### config.mk
export PLATFORM = sky130hd
export DESIGN_NAME = req_priority_encoder
export DESIGN_NICKNAME = d
export VERILOG_FILES = /design/src/rtl/req_priority_encoder.sv
export SDC_FILE = /design/constraint.sdc
export NUM_CORES = 1
export LEC_CHECK = 0
export ABC_AREA = 1
export CAP_MARGIN = 0
export CORE_AREA = 2 2 39 41
export DETAILED_ROUTE_END_ITERATION = 10
export DIE_AREA = 0 0 41 43
export HOLD_SLACK_MARGIN = 0.1
export PLACE_DENSITY = 0.73
export SYNTH_ARGS = -nofsm -noshare
export SYNTH_HDL_FRONTEND = slang
export SYNTH_SLANG_ARGS = --single-unit
export TNS_END_PERCENT = 1
### constraint.sdc
create_clock -name clk -period 2.1 [get_ports clk]
set_clock_uncertainty 0.15 [all_clocks]
set_input_delay 0.525 -clock clk [delete_from_list [all_inputs] [get_ports clk]]
set_output_delay 0.525 -clock clk [all_outputs]
set_load 0.05 [all_outputs]
### src/rtl/req_priority_encoder.sv
// req_priority_encoder
//
// Sequential N-to-W priority encoder with a valid/ack handshake.
//
// Rising edges on req are captured into sticky pending bits. When idle and
// enabled, the highest-index pending bit is presented as a binary code with
// valid held high until the consumer acks it. The acked request is cleared
// on that same edge. A new event on the acked bit in that cycle wins over
// the clear, so the bit stays pending.
//
// Ports
//   clk      system clock, rising edge
//   rst      asynchronous, active-high reset
//   e        enable; gates issue of new codes only (events are still captured)
//   req      request lines (level); rising edges are events
//   ack      consumer accepts the presented code (ignored while valid=0)
//   code     index of the presented request
//   valid    code is valid and held stable
//   pending  sticky pending bits (registered)
//   ovf      one-cycle pulse: an event hit an already-pending bit and was merged
//
// state   | meaning
// --------+--------------------------------------------------------------
// IDLE    | nothing presented; issue highest pending code when e=1
// PRESENT | code presented with valid=1, frozen until ack

module req_priority_encoder #(
    parameter int N = 4,
    parameter int W = 2
) (
    input  logic         clk,
    input  logic         rst,
    input  logic         e,
    input  logic [N-1:0] req,
    input  logic         ack,
    output logic [W-1:0] code,
    output logic         valid,
    output logic [N-1:0] pending,
    output logic         ovf
);

    typedef enum logic {
        IDLE    = 1'b0,
        PRESENT = 1'b1
    } state_t;

    state_t         state;
    state_t         state_nxt;
    logic [N-1:0]   req_q;
    logic [N-1:0]   evt;
    logic [N-1:0]   clr;
    logic [W-1:0]   sel;
    logic [W-1:0]   code_nxt;

    assign evt   = req & ~req_q;
    assign valid = (state == PRESENT);

    // Clear only the bit whose code is being accepted right now.
    always_comb begin
        clr = '0;
        for (int i = 0; i < N; i++) begin
            clr[i] = (state == PRESENT) && ack && (code == W'(i));
        end
    end

    // Ascending scan: the last hit is the highest index, i.e. highest priority.
    always_comb begin
        sel = '0;
        for (int i = 0; i < N; i++) begin
            if (pending[i]) begin
                sel = W'(i);
            end
        end
    end

    always_comb begin
        state_nxt = state;
        code_nxt  = code;
        case (state)
            IDLE: begin
                if (e && (|pending)) begin
                    code_nxt  = sel;
                    state_nxt = PRESENT;
                end
            end
            PRESENT: begin
                if (ack) begin
                    state_nxt = IDLE;
                end
            end
            default: begin
                state_nxt = IDLE;
            end
        endcase
    end

    always_ff @(posedge clk or posedge rst) begin
        if (rst) begin
            state   <= IDLE;
            code    <= '0;
            req_q   <= '0;
            pending <= '0;
            ovf     <= 1'b0;
        end else begin
            state   <= state_nxt;
            code    <= code_nxt;
            req_q   <= req;
            // Set wins over clear.
            pending <= evt | (pending & ~clr);
            ovf     <= |(evt & pending & ~clr);
        end
    end

endmodule
==> impl_metrics.yaml <==
placement:
  place_ws_ps: 388.0
  dp_hpwl_um: 771.2
  gp_congestion: 0.7606
  portBuffers: 15
power_and_ir_drop:
  power_switching_w: 0.0003096
  clkPwrFrac: 0.246
  p_seq_frac: 0.398
  vdd_ir_drop_max_mv: 0.4993
  p_int_w: 0.0004572
  combinationalPowerShare: 0.357
  switching_share: 0.4037
  p_leak_nw: 0.3897
  powerDensity_nw_per_um2: 1075
finish:
  final_common_cell: "nand2_1"
  final_cell_mix: "22 x nand2_1, 12 x inv_1, 12 x dfrtp_1, 10 x nor2_1, 8 x buf_4"
  final_nets: 96
  drive_above_1_share: 0.1724
  n_antenna_cell: 0
  syn_to_final_growth_pct: 35.39
synthesis:
  syn_area_um2: 526.8
  synthCells: 68
  ys_warn_count: 0
  yosysSeqAreaShare: 0.5701
  synth_nets: 76
  ys_ff_latch: 12
  ys_types: 9
  synth.avg_cell_area_um2: 7.746
worst_setup_path:
  critPathBufInv: 1
  r2r_start: "code[1]"
  end_kind: "primary output"
  cp_max_fo: 6
  r2r-end: "ovf"
  crit_family: "flip-flops"
  crit_start: "code[1]"
  cp.required_ps: 1420
  r2r_setup_slack_ps: 990
  critical-path-max-stage-delay_ps: 460
  arrival_ps: 980
  crit_path_start_kind: "flop"
  slowest_stage: "dfrtp_1"
  r2r_cells: 5
  crit_chain: "buf_4"
  worstSetupPathType: "reg2out"
cts:
  post_cts.repair.setup_buffers: 0
  cts_resized: 0
  cts.hold.buffers_added: 0
  clk-insertion-delay-late_ps: 280
  cts_tree: "done"
  cts_root_buffer: "clkbuf_4"
  cts_buffer_depth: 2
  cts_buffers: 3
  cts.sinks: 12
  ctsHtreeMaxLevel: 1
  clkTransAtPathRegs_ps: 80
sta:
  rsz0062_at_grt: "no"
  fmax_mhz: 603.6
  tightestPinTransition_ps: 439.6
  relSlewSlack: 0.7066
  setup_violations: 0
  hold_violations: 0
  slew_viol_final: 0
  final.setup.worst_slack_ps: 443.2
  min_period_over_period: 0.7890
  setup_tns_ps: 0
  min_period_ps: 1657
detailed_routing:
  wl_per_cell_um: 9.621
  ant_nets: 0
  first_pass_iters: 4
  drt-initial-drc-count: 6
  routed_wl_um: 991
  route.vias.total: 475
  drcViolationCount: 0
  viasPerCell: 4.612
floorplanning:
  num_rows: 14
  dieHeight_um: 43
  start_util: 0.3807
  dieArea_um2: 1763
  num_io_pins: 16
  core_um2: 1384
  die_x_um: 41
global_routing:
  antenna_found_initial: 0
  grt_max_degree: 13
  grt.total_usage: 0.1501
  grt_pass1_wl_mm: 1.704
  overflow: 0
  grt_pass1_vias: 452
status:
  status: "completed"
min_path:
  min_from: "req_q[2]"
  hold_end: "pending[2]"
  whs_path_depth: 3
  min_path_type: "reg2reg"
run:
  drv_cap: 0
-- per-stage QoR --
step            power, W  area [µm²]  std cells  hold WS [ps]  utilization
6_report       0.0007668       713.2        103         353.4       0.5154
5_1_grt        0.0008188       713.2        103         396.0       0.5154
4_1_cts        0.0007728       713.2        103         354.5       0.5154
3_5_place_dp   0.0005849       676.9         99         341.0       0.4892
3_3_place_gp   0.0005806       676.9         99         335.3       0.4892
2_1_floorplan  0.0004932       526.8         68         239.7            -
-- metal layers --
metal | vias to the layer above | share of wire | global-route usage
met2 | 13 | 0.47 | 0.2219
li1 | 238 | - | -
met1 | 219 | 0.43 | 0.1661
met5 | - | 0 | 0
met3 | 5 | 0.053 | 0.04712
met4 | 0 | 0.049 | 0.1200
-- cell type report --
cell class | instances | area, µm²
multi-input cells | 43 | 177.7
clock buffers | 4 | 36.28
flip-flops and latches | 12 | 300.3
well taps | 16 | 20.02
repair buffers | 15 | 130.1
fillers | 142 | 670.6
inverters | 13 | 48.80
-- power groups by stage --
stage,Sequential [W],Clock [W],Combinational (W)
2_1_floorplan,0.000420,0,0.0000730
3_3_place_gp,0.000309,0,0.000272
3_5_place_dp,0.000310,0,0.000275
4_1_cts,0.000305,0.000191,0.000277
5_1_grt,0.000311,0.000210,0.000298
6_report,0.000305,0.000188,0.000273
-- worst register-to-register path: stages, from the launching register on --
cell and delay (ps):
dfrtp_1 460, nand2_1 100, nor2_2 100, nor2_1 50, nor2_1 100, nand2_1 60
-- sequential cells by signal, indices dropped and copies added, names as in the netlist --
| register | cells |
|---|---|
| code | 2 |
| valid | 1 |
| ovf | 1 |
| pending | 4 |
| req_q | 4 |
-- kinds of logic after synthesis --
logic type	synth area share
compound gates	0.04750
flops	0.5701
buf+inv	0.09262
simple gates	0.2898
-- Yosys cell counts --
cell type | n | area share
nand3_1 | 4 | 0.038
dfrtp_1 | 12 | 0.57
inv_2 | 1 | 0.0071
o21ai_0 | 5 | 0.047
nand2_2 | 1 | 0.012
nand2_1 | 22 | 0.16
nor2_2 | 1 | 0.012
nor2_1 | 10 | 0.071
inv_1 | 12 | 0.086
-- worst max path at each step --
stage / end / cells past startpoint
3_3_place_gp: ovf / 6
6_report: code[1] / 1
4_1_cts: code[1] / 1
3_5_place_dp: ovf / 6
5_1_grt: code[1] / 1
2_1_floorplan: ovf / 5
Note: power is estimated with default switching activity, not from simulation.
